**config.mk**
```make
export PLATFORM = sky130hd
export DESIGN_NAME = count_monitor
export DESIGN_NICKNAME = d
export VERILOG_FILES = /design/src/rtl/count_pkg.sv /design/src/rtl/sat_counter.sv /design/src/rtl/count_monitor.sv
export SDC_FILE = /design/constraint.sdc
export NUM_CORES = 1
export LEC_CHECK = 0
export CAP_MARGIN = 20
export CELL_PAD_IN_SITES_DETAIL_PLACEMENT = 1
export CELL_PAD_IN_SITES_GLOBAL_PLACEMENT = 1
export CORE_AREA = 2 2 53 75
export CTS_CLUSTER_SIZE = 20
export DETAILED_ROUTE_END_ITERATION = 8
export DIE_AREA = 0 0 55 77
export GPL_ROUTABILITY_DRIVEN = 0
export GPL_TIMING_DRIVEN = 0
export HOLD_SLACK_MARGIN = 0.1
export PLACE_DENSITY = 0.84
export RECOVER_POWER = 50
export SLEW_MARGIN = 20
export SYNTH_ARGS = -nofsm -noshare
export SYNTH_HDL_FRONTEND = slang
export SYNTH_SLANG_ARGS = --single-unit
```
**constraint.sdc**
```tcl
create_clock -name clk -period 5.64 [get_ports clk]
set_clock_uncertainty 0.15 [all_clocks]
set_input_delay 0.564 -clock clk [delete_from_list [all_inputs] [get_ports clk]]
set_output_delay 0.564 -clock clk [all_outputs]
set_load 0.02 [all_outputs]
```
**src/rtl/count_pkg.sv**
```systemverilog
// Shared types and helpers for the count-stream monitor.
package count_pkg;

    typedef enum logic [1:0] {
        EMPTY = 2'd0,
        FIRST = 2'd1,
        UP    = 2'd2,
        DOWN  = 2'd3
    } monitor_state_t;

    localparam logic DIR_UP   = 1'b1;
    localparam logic DIR_DOWN = 1'b0;

    // Increment that holds at the all-ones value of a 'width'-bit field.
    function automatic logic [31:0] sat_inc(input logic [31:0] value, input int unsigned width);
        logic [31:0] max_val;
        max_val = (width >= 32) ? 32'hFFFF_FFFF : ((32'd1 << width) - 32'd1);
        return (value >= max_val) ? value : value + 32'd1;
    endfunction

endpackage

```
**src/rtl/sat_counter.sv**
```systemverilog
// Saturating counter with clear and load-one controls (clear wins, then load, then increment).
module sat_counter
    import count_pkg::*;
#(
    parameter int unsigned WIDTH = 8
) (
    input  logic             clk,
    input  logic             reset,
    input  logic             clr,
    input  logic             load_one,
    input  logic             inc,
    output logic [WIDTH-1:0] count
);

    always_ff @(posedge clk or negedge reset) begin
        if (!reset) begin
            count <= '0;
        end else if (clr) begin
            count <= '0;
        end else if (load_one) begin
            count <= WIDTH'(1);
        end else if (inc) begin
            count <= WIDTH'(sat_inc(32'(count), WIDTH));
        end
    end

endmodule

```
**src/rtl/count_monitor.sv**
```systemverilog
// Observes an up/down counter's output bus and recovers direction, wraps,
// illegal steps and the current run length. NBITS must be at least 2.
module count_monitor
    import count_pkg::*;
#(
    parameter int unsigned NBITS    = 4,
    parameter int unsigned RUN_BITS = 8,
    parameter int unsigned ERR_BITS = 8
) (
    input  logic                clk,
    input  logic                reset,
    input  logic                valid_in,
    input  logic [NBITS-1:0]    count_in,
    output logic                dir_out,
    output logic                dir_valid,
    output logic                wrap_pulse,
    output logic                step_err,
    output logic [RUN_BITS-1:0] run_len,
    output logic [ERR_BITS-1:0] err_count
);

    monitor_state_t   state_q, state_d;
    logic [NBITS-1:0] prev_q, prev_d;
    logic [NBITS-1:0] delta;
    logic             step_up, step_dn;
    logic             dir_d, dir_valid_d, wrap_d, err_d;
    logic             run_clr, run_load, run_inc, err_inc;

    // Modulo-2^NBITS difference; +1 and -1 are the only legal steps.
    assign delta   = count_in - prev_q;
    assign step_up = (delta == NBITS'(1));
    assign step_dn = (delta == {NBITS{1'b1}});

    always_ff @(posedge clk or negedge reset) begin
        if (!reset) begin
            state_q    <= EMPTY;
            prev_q     <= '0;
            dir_out    <= DIR_UP;
            dir_valid  <= 1'b0;
            wrap_pulse <= 1'b0;
            step_err   <= 1'b0;
        end else begin
            state_q    <= state_d;
            prev_q     <= prev_d;
            dir_out    <= dir_d;
            dir_valid  <= dir_valid_d;
            wrap_pulse <= wrap_d;
            step_err   <= err_d;
        end
    end

    always_comb begin
        state_d     = state_q;
        prev_d      = prev_q;
        dir_d       = dir_out;
        dir_valid_d = dir_valid;
        wrap_d      = 1'b0;
        err_d       = 1'b0;
        run_clr     = 1'b0;
        run_load    = 1'b0;
        run_inc     = 1'b0;
        err_inc     = 1'b0;

        if (valid_in) begin
            prev_d = count_in;
            if (state_q == EMPTY) begin
                state_d = FIRST;
            end else if (step_up) begin
                state_d     = UP;
                dir_d       = DIR_UP;
                dir_valid_d = 1'b1;
                run_inc     = (state_q == UP);
                run_load    = (state_q != UP);
                wrap_d      = (prev_q == {NBITS{1'b1}}) && (count_in == '0);
            end else if (step_dn) begin
                state_d     = DOWN;
                dir_d       = DIR_DOWN;
                dir_valid_d = 1'b1;
                run_inc     = (state_q == DOWN);
                run_load    = (state_q != DOWN);
                wrap_d      = (prev_q == '0) && (count_in == {NBITS{1'b1}});
            end else if (delta != '0) begin
                // Arbitrary jump: resynchronise on this sample, keep last direction.
                state_d     = FIRST;
                dir_valid_d = 1'b0;
                err_d       = 1'b1;
                err_inc     = 1'b1;
                run_clr     = 1'b1;
            end
        end
    end

    sat_counter #(.WIDTH(RUN_BITS)) u_run_cnt (
        .clk      (clk),
        .reset    (reset),
        .clr      (run_clr),
        .load_one (run_load),
        .inc      (run_inc),
        .count    (run_len)
    );

    sat_counter #(.WIDTH(ERR_BITS)) u_err_cnt (
        .clk      (clk),
        .reset    (reset),
        .clr      (1'b0),
        .load_one (1'b0),
        .inc      (err_inc),
        .count    (err_count)
    );

endmodule

```
==> metrics.cfg, run 1 <==
[global_route]
track_usage_pct=19.3
grt_pass1_vias=1331
use_met1_pct=24.5
grt_max_degree=27
grtUsageMet3_pct=3.11
grt_pass1_wl_um=6150
grt_overflow=0
busiest_layer=met2
use_met2_pct=31.7
grt_antenna_before_repair=0

[die]
die_area_um2=4240
die_h_um=77
fp.dieW_um=55
initial_core_util_pct=41.4
io_pins=27
num_rows=26
core_um2=3580

[cells_and_area]
final_cell_mix=dfrtp_1, clkdlybuf4s50_1, nand2_1
fin_nets=189
area_growth_syn_to_layout_pct=24.4
multi_input_comb_area_um2=771
fill_cells=425
layout-drive-gt1-share_pct=11.4
layout_commonest_cell=dfrtp_1
regArea_um2=652
diodes=0

[setup_path]
crit_slowest_cell=clkdlybuf4s50_1
start_kind=input pin
path_class=in -> reg
path_cells=clkdlybuf4s50_1 > ha_1 > and3b_1 > or3_1 > buf_2 > a211oi_2 > xor2_1 > a21oi_4 > nor4_2
crit_arrival_ns=3.36
required_ns=5.65
cp-end-kind=flip-flop
crit_buf_inv=2
critical-path-top-delay-family=simple AND/OR/NAND/NOR gates
worstPathMaxFanout=8
max_stage_delay_ns=0.49

[yosys]
seq_area_frac_synth_pct=44.0
syn_area_um2=1480
synth_top_flop_cell=dfrtp_1
ys_types=37
avgSynthCellArea_um2=10.2
synth_seq_cells=26
synth_warnings=0
async_reset_ff_share_pct=100
syn_inst=145
syn_nets=158
synth_enable_flop_cells=0

[clock_network]
holdBufCountCts=0
cts_tree=built
root_buffer=clkbuf_8
cts_resized=0
clkLatencyLatePin_ns=0.27
numCtsBuffers=3
h-tree-depth=1
clockBufferDepth=2
cts_setup_buffers=0
cts_sinks=26
cts.reportedPaths.clkPinSlew_ns=0.09

[timing]
worst_slack_ns=2.29
fin_setup_tns_ns=0
max_slew.worst_pin.slew_ns=1.41
drv_slew=0
slew_headroom_pct=5.89
hold_slack_ns=0.360
fmax_ghz=0.299
finalHoldViolations=0
fin_crit_ns=3.35
finalCritPeriodShare_pct=59.3
rsz0062_at_grt=no
setup_viol=0

[power]
power-per-cell-area_nw_per_um2=335
ir_worst_vdd_mv=0.271
p_leak_nw=0.743

[route]
wl_per_cell_um=16.0
num_vias=1231
drt-vias-per-instance=5.67
final_antenna_net_count=0
drt_iter0_drc=15
drc_errors=0
wirelength_um=3480
dr.pass1.iters=4

[placed_design]
dp_slack_ns=2.06
portBuffers=26
hpwl_um=2650

[status]
status=completed

[job]
cap_viol_max_count=0

[worst_hold_path]
hp-class=reg -> reg

==> worst register-to-register path, delay by kind of cell (launching register included) <==
| kind | cells | cell delay (ns) |
|---|---|---|
| AOI/OAI and AO/OA | 2 | 0.60 |
| xor gates and xnor gates | 1 | 0.28 |
| adders and majority gates | 1 | 0.27 |
| buffers and inverters | 2 | 0.26 |
| DFF | 1 | 0.38 |
| and+or+nand+nor | 3 | 0.88 |
==> Yosys cell counts, types with 2 or more instances <==
master	n	share of area, %
a211o_1	2	1.2
a211oi_1	2	1.0
a211oi_2	2	1.7
a21o_1	2	1.0
a21oi_1	5	1.7
a31oi_1	3	1.3
and3_1	3	1.3
buf_2	2	0.68
clkbuf_1	3	0.76
dfrtp_1	25	42
ha_1	5	4.2
inv_1	10	2.5
mux2_2	3	2.3
mux2i_1	4	2.7
nand2_1	11	2.8
nand3_1	9	3.0
nand4_1	7	3.0
nor2_1	9	2.3
nor3_1	4	1.4
nor4_2	2	1.7
nor4b_1	2	1.2
o21ai_0	4	1.4
o21ba_2	2	1.4
xnor2_1	9	5.3
xor2_1	3	1.8
==> stage by stage <==
stage	instances	area, µm²	util [%]	total power, W
CTS	217	1840	51.5	0.000630
detailed placement	213	1790	50.0	0.000507
floorplan	145	1480	-	0.000402
global route	217	1840	51.5	0.000663
global placement	213	1790	50.1	0.000496
finish	217	1840	51.5	0.000618
==> worst paths after layout <==
| kind | to | start | cells past startpoint | slack, ns |
|---|---|---|---|---|
| hold reg to reg | u_err_cnt.count[6] | u_err_cnt.count[6] | 1 | 0.36 |
| max in group asynchronous | u_run_cnt.count[4] | reset | 1 | 4.06 |
| min in group asynchronous | wrap_pulse | reset | 1 | 0.45 |
| hold / removal | u_err_cnt.count[6] | u_err_cnt.count[6] | 1 | 0.36 |
| setup / recovery | u_run_cnt.count[4] | count_in[2] | 9 | 2.29 |
| setup reg to reg | u_run_cnt.count[4] | prev_q[2] | 9 | 2.71 |
==> power by group <==
| group | leakage, nW | switching, W | internal, W |
|---|---|---|---|
| logic | 0.384 | 0.000125 | 0.000109 |
| registers | 0.330 | 0.0000387 | 0.000225 |
| clock network | 0.0288 | 0.0000579 | 0.0000625 |
==> final cells by class <==
cell class,instances,area share [%]
repair buffers,26,13.8
plain buffers,5,1.15
multi-input cells,104,41.8
flip-flops and latches,26,35.4
inverters,10,2.04
clock buffers,4,2.99
well taps,42,2.85
==> state kept, by name (all words and copies together), names as in the netlist <==
signal,count
u_run_cnt.count,8
step_err,1
dir_valid,1
dir_out,1
state_q,2
wrap_pulse,1
prev_q,4
u_err_cnt.count,8
==> layer usage <==
| metal | routed length, µm | vias up |
|---|---|---|
| met3 | 105 | 9 |
| met5 | 0 | - |
| met2 | 1840 | 22 |
| met4 | 85 | 0 |
| met1 | 1450 | 621 |
| li1 | - | 579 |
==> logic make-up after synthesis <==
kind of cell,after synthesis,synth area share [%]
simple gates,51,19.2
compound gates,28,15.2
flops,26,44.0
buf+inv,15,3.97
xor+xnor,12,7.10
mux,7,4.98
fa+ha+maj,6,5.57
Note: power is estimated with default switching activity, not from simulation.
==> run 2: changes to the inputs <==
--- a/config.mk
+++ b/config.mk
@@ -8,14 +8,14 @@
 export CAP_MARGIN = 20
 export CELL_PAD_IN_SITES_DETAIL_PLACEMENT = 1
 export CELL_PAD_IN_SITES_GLOBAL_PLACEMENT = 1
-export CORE_AREA = 2 2 53 75
+export CORE_AREA = 2 2 55 78
 export CTS_CLUSTER_SIZE = 20
 export DETAILED_ROUTE_END_ITERATION = 8
-export DIE_AREA = 0 0 55 77
+export DIE_AREA = 0 0 57 80
 export GPL_ROUTABILITY_DRIVEN = 0
 export GPL_TIMING_DRIVEN = 0
 export HOLD_SLACK_MARGIN = 0.1
-export PLACE_DENSITY = 0.84
+export PLACE_DENSITY = 0.79
 export RECOVER_POWER = 50
 export SLEW_MARGIN = 20
 export SYNTH_ARGS = -nofsm -noshare
==> constraint.sdc (replaced) <==
create_clock -name clk -period 3.08 [get_ports clk]
set_clock_uncertainty 0.15 [all_clocks]
set_input_delay 0.308 -clock clk [delete_from_list [all_inputs] [get_ports clk]]
set_output_delay 0.308 -clock clk [all_outputs]
set_load 0.02 [all_outputs]
==> metrics.cfg, run 2 (synthesis gave the netlist of run 1 again) <==
[cells_and_area]
utilization_pct=50.5
layout_commonest_cell=dfrtp_1
fin_nets=192
final_cell_mix=dfrtp_1, clkdlybuf4s50_1, nand2_1
diodes=0
area_growth_syn_to_layout_pct=31.2
reg_top3=u_err_cnt.count x8, u_run_cnt.count x8, prev_q x4
layout-drive-gt1-share_pct=17.4
fill_cells=442
layoutNonFillerInstCount=221

[timing]
hold_slack_ns=0.220
drv_slew=0
fin_crit_ns=2.95
max_slew.worst_pin.slew_ns=1.41
finalCritPeriodShare_pct=95.7
slew_headroom_pct=5.97
setup_viol=0
fmax_ghz=0.339
fin_setup_tns_ns=0
finalHoldViolations=0

[global_route]
track_usage_pct=17.9
grt_pass1_vias=1329
grt_max_degree=27
grt_overflow=0
grt_antenna_before_repair=0
grt_pass1_wl_um=6450

[die]
num_rows=27
die_h_um=80
io_pins=27
core_um2=3850
fp.dieW_um=57
initial_core_util_pct=38.5
die_area_um2=4560

[route]
num_vias=1221
drt_iter0_drc=26
drt-vias-per-instance=5.52
final_antenna_net_count=0
drc_errors=0
dr.pass1.iters=4
wirelength_um=3660
wl_per_cell_um=16.6

[clock_network]
cts.reportedPaths.clkPinSlew_ns=0.09
cts_tree=built
h-tree-depth=1
root_buffer=clkbuf_8
numCtsBuffers=3
clockBufferDepth=2
clkLatencyLatePin_ns=0.28
cts_sinks=26

[setup_path]
required_ns=3.13
cp-end-kind=flip-flop
start_kind=input pin
crit_arrival_ns=2.99
path_class=in -> reg
worstPathMaxFanout=6

[placed_design]
hpwl_um=2590
placed_cells=214
portBuffers=26

[power]
ir_worst_vdd_mv=0.564
p_leak_nw=0.782
power_frac_comb_pct=37.2
intPower_w=0.000801
power_frac_seq_pct=39.3
p_clk_share_pct=23.5
netSwitchingFraction_pct=34.8
p_switching_w=0.000428
power-per-cell-area_nw_per_um2=632
p_total_w=0.00123

[status]
status=completed

[job]
cap_viol_max_count=0

[worst_hold_path]
hp-class=in -> reg

==> run 2: final timing paths <==
check,endpoint,from,slack [ns],cells after the start
max in group asynchronous,u_run_cnt.count[6],reset,1.23,2
min reg2reg,u_err_cnt.count[6],u_err_cnt.count[6],0.35,1
max reg2reg,u_run_cnt.count[3],prev_q[2],0.18,10
min,prev_q[2],count_in[2],0.22,3
max,u_run_cnt.count[3],count_in[1],0.13,10
min in group asynchronous,prev_q[1],reset,0.73,2
==> run 2: area by class of cell <==
| cell class | count | area, µm² | share of cell area [%] |
|---|---|---|---|
| multi-input combinational | 104 | 821 | 42.2 |
| sequential | 26 | 652 | 33.5 |
| timing repair buffer | 30 | 289 | 14.9 |
| tap | 43 | 53.8 | 2.77 |
| clock buffer | 3 | 41.3 | 2.12 |
| inverter | 10 | 37.5 | 1.93 |
| clock inverter | 1 | 30.0 | 1.54 |
| buffer | 4 | 20.0 | 1.03 |
==> run 2: through the flow <==
step / area, µm² / setup WS [ns]
6_report: 1940 / 0.132
5_1_grt: 1940 / -0.00916
4_1_cts: 1870 / 0.0154
3_5_place_dp: 1790 / -0.289
3_3_place_gp: 1800 / -0.153
2_1_floorplan: 1480 / 0.479
==> run 2: power by group through the flow <==
| stage | clock network (W) | logic (W) | registers (W) |
|---|---|---|---|
| global route | 0.000316 | 0.000498 | 0.000496 |
| floorplan | 0 | 0.000191 | 0.000546 |
| finish | 0.000289 | 0.000457 | 0.000484 |
| global placement | 0 | 0.000423 | 0.000486 |
| CTS | 0.000296 | 0.000442 | 0.000485 |
| detailed placement | 0 | 0.000437 | 0.000489 |
==> run 2: critical path: stages <==
cell and delay, ns:
clkdlybuf4s50_1 0.57, ha_1 0.26, and3b_1 0.18, or3_1 0.37
buf_2 0.18, a211o_4 0.37, a211oi_4 0.33, buf_4 0.17
xnor2_1 0.06, nor3_1 0.19
==> run 2: metal layers <==
layer  vias up  wire (µm)  track usage, %
met5         -          0               0
met4         0         55            6.28
met3         5        119            2.27
met2        24       1960            31.1
met1       608       1520            22.6
li1        584          -               -
==> run 2: repair_timing <==
item                                   4_1_cts  5_1_grt
endpoints found under the hold margin       25        0
setup endpoints to repair                    0        8
hold buffers                                 1        0
gates resized for setup                      0       14
setup buffers                                0        3
==> run 3: changes to the inputs <==
--- a/config.mk
+++ b/config.mk
@@ -8,15 +8,16 @@
 export CAP_MARGIN = 20
 export CELL_PAD_IN_SITES_DETAIL_PLACEMENT = 1
 export CELL_PAD_IN_SITES_GLOBAL_PLACEMENT = 1
-export CORE_AREA = 2 2 55 78
+export CORE_AREA = 2 2 64 66
 export CTS_CLUSTER_SIZE = 20
 export DETAILED_ROUTE_END_ITERATION = 8
-export DIE_AREA = 0 0 57 80
+export DIE_AREA = 0 0 66 68
 export GPL_ROUTABILITY_DRIVEN = 0
 export GPL_TIMING_DRIVEN = 0
 export HOLD_SLACK_MARGIN = 0.1
-export PLACE_DENSITY = 0.79
+export PLACE_DENSITY = 0.8
 export RECOVER_POWER = 50
+export REMOVE_ABC_BUFFERS = 1
 export SLEW_MARGIN = 20
 export SYNTH_ARGS = -nofsm -noshare
 export SYNTH_HDL_FRONTEND = slang
==> metrics.cfg, run 3 (synthesis gave the netlist of run 1 again) <==
[status]
status=completed

[placed_design]
hpwl_um=2640
portBuffers=26
placed_cells=216

[clock_network]
cts_tree=built
root_buffer=clkbuf_8
clkLatencyLatePin_ns=0.28
cts.reportedPaths.clkPinSlew_ns=0.10
numCtsBuffers=3
h-tree-depth=1
clockBufferDepth=2
cts_sinks=26

[die]
core_um2=3860
die_area_um2=4490
die_h_um=68
num_rows=23
initial_core_util_pct=38.4
fp.dieW_um=66
io_pins=27

[power]
p_switching_w=0.000430
intPower_w=0.000731
p_leak_nw=0.741
power_frac_seq_pct=41.8
netSwitchingFraction_pct=37.1
ir_worst_vdd_mv=0.423
p_clk_share_pct=19.7
power_frac_comb_pct=38.5
power-per-cell-area_nw_per_um2=612

[global_route]
track_usage_pct=18.2
grt_antenna_before_repair=0
grt_max_degree=27
grt_overflow=0
grt_pass1_vias=1319
grt_pass1_wl_um=6150

[setup_path]
required_ns=3.09
r2r_start=prev_q[2]
rr_endpoint=u_run_cnt.count[3]
crit_slowest_cell=clkdlybuf4s50_1
critPathLaunch=count_in[0]
crit_arrival_ns=2.94
path_cells=clkdlybuf4s50_1 > inv_1 > ha_1 > fa_1 > xor2_2 > nand2_2 > a211o_4 > a211oi_4 > buf_4 > xnor2_1 > nor3_1
reg2regPathDepth=9
worstPathMaxFanout=4
r2r_slack_ns=0.25
max_stage_delay_ns=0.50
start_kind=input pin
cp-end-kind=flip-flop
path_class=in -> reg

[cells_and_area]
layoutNonFillerInstCount=222
reg_top3=u_err_cnt.count x8, u_run_cnt.count x8, prev_q x4
utilization_pct=49.2
final_cell_mix=dfrtp_1, clkdlybuf4s50_1, inv_1, nand2_1
fin_nets=186
layout_commonest_cell=dfrtp_1
layout-drive-gt1-share_pct=15.1
diodes=0
area_growth_syn_to_layout_pct=28.0

[route]
drc_errors=0
wirelength_um=3730
drt_iter0_drc=50
final_antenna_net_count=0
dr.pass1.iters=4
drt-vias-per-instance=5.42
wl_per_cell_um=16.8
num_vias=1204

[timing]
setup_viol=0
drv_slew=0
max_slew.worst_pin.slew_ns=1.46
finalHoldViolations=0
fin_crit_ns=2.93
finalCritPeriodShare_pct=95.0
fmax_ghz=0.342
slew_headroom_pct=2.69

[job]
cap_viol_max_count=0

[worst_hold_path]
hold_depth=2
hp-class=reg -> reg
min_from=dir_valid
min_to=dir_valid

[run 3: what timing repair did]
action                     CTS  global route
hold endpoints to repair    25             0
gates resized for setup      0             9
setup endpoints to repair    0            13
setup buffers                0             1
hold buffers                 1             0
[run 3: layout make-up]
| class | count | area (µm²) |
|---|---|---|
| flip-flops and latches | 26 | 652 |
| repair buffers | 28 | 272 |
| inverters | 10 | 37.5 |
| fillers | 447 | 1960 |
| multi-input cells | 104 | 818 |
| well taps | 50 | 62.6 |
| clock buffers | 4 | 55.1 |
[run 3: worst max-delay path: cells and delay by family]
family	cells	cell delay, ns
AOI/OAI and AO/OA	2	0.67
xor gates and xnor gates	2	0.36
adders and majority gates	2	0.65
buffers and inverters	3	0.74
and+or+nand+nor	2	0.20
[run 3: per-layer routing]
metal | vias up | share of wire (%) | global-route usage, %
met1 | 614 | 43 | 21.1
li1 | 569 | - | -
met3 | 5 | 2.5 | 3.13
met2 | 16 | 53 | 34.0
met4 | 0 | 1.4 | 6.12
met5 | - | 0 | 0
[run 3: how the worst max path moves through the flow]
stage / end / slack, ns / cells after the start
2_1_floorplan: u_run_cnt.count[5] / 0.50 / 8
3_3_place_gp: u_err_cnt.count[1] / -0.19 / 8
3_5_place_dp: u_err_cnt.count[1] / -0.28 / 8
4_1_cts: u_err_cnt.count[1] / 0.02 / 8
5_1_grt: u_run_cnt.count[6] / -0.02 / 10
6_report: u_run_cnt.count[3] / 0.15 / 11
[run 3: stage by stage]
step                total power, W  worst slack (ns)  cell area [µm²]  hold WS [ns]  TNS (ns)
floorplan                 0.000731             0.503             1460        -0.138         0
global placement          0.000900            -0.192             1780         0.340     -1.12
detailed placement        0.000922            -0.276             1780         0.206     -2.46
CTS                        0.00116            0.0243             1840         0.370         0
global route               0.00124           -0.0241             1900         0.395   -0.0678
finish                     0.00116             0.154             1900         0.361         0
[run 3: power by group through the flow]
| stage | registers (W) | clock network [W] | logic [W] |
|---|---|---|---|
| after global placement | 0.000484 | 0 | 0.000417 |
| after CTS | 0.000485 | 0.000238 | 0.000436 |
| final | 0.000486 | 0.000228 | 0.000447 |
| after detailed placement | 0.000490 | 0 | 0.000432 |
| after floorplan | 0.000546 | 0 | 0.000185 |
| after global routing | 0.000497 | 0.000250 | 0.000490 |
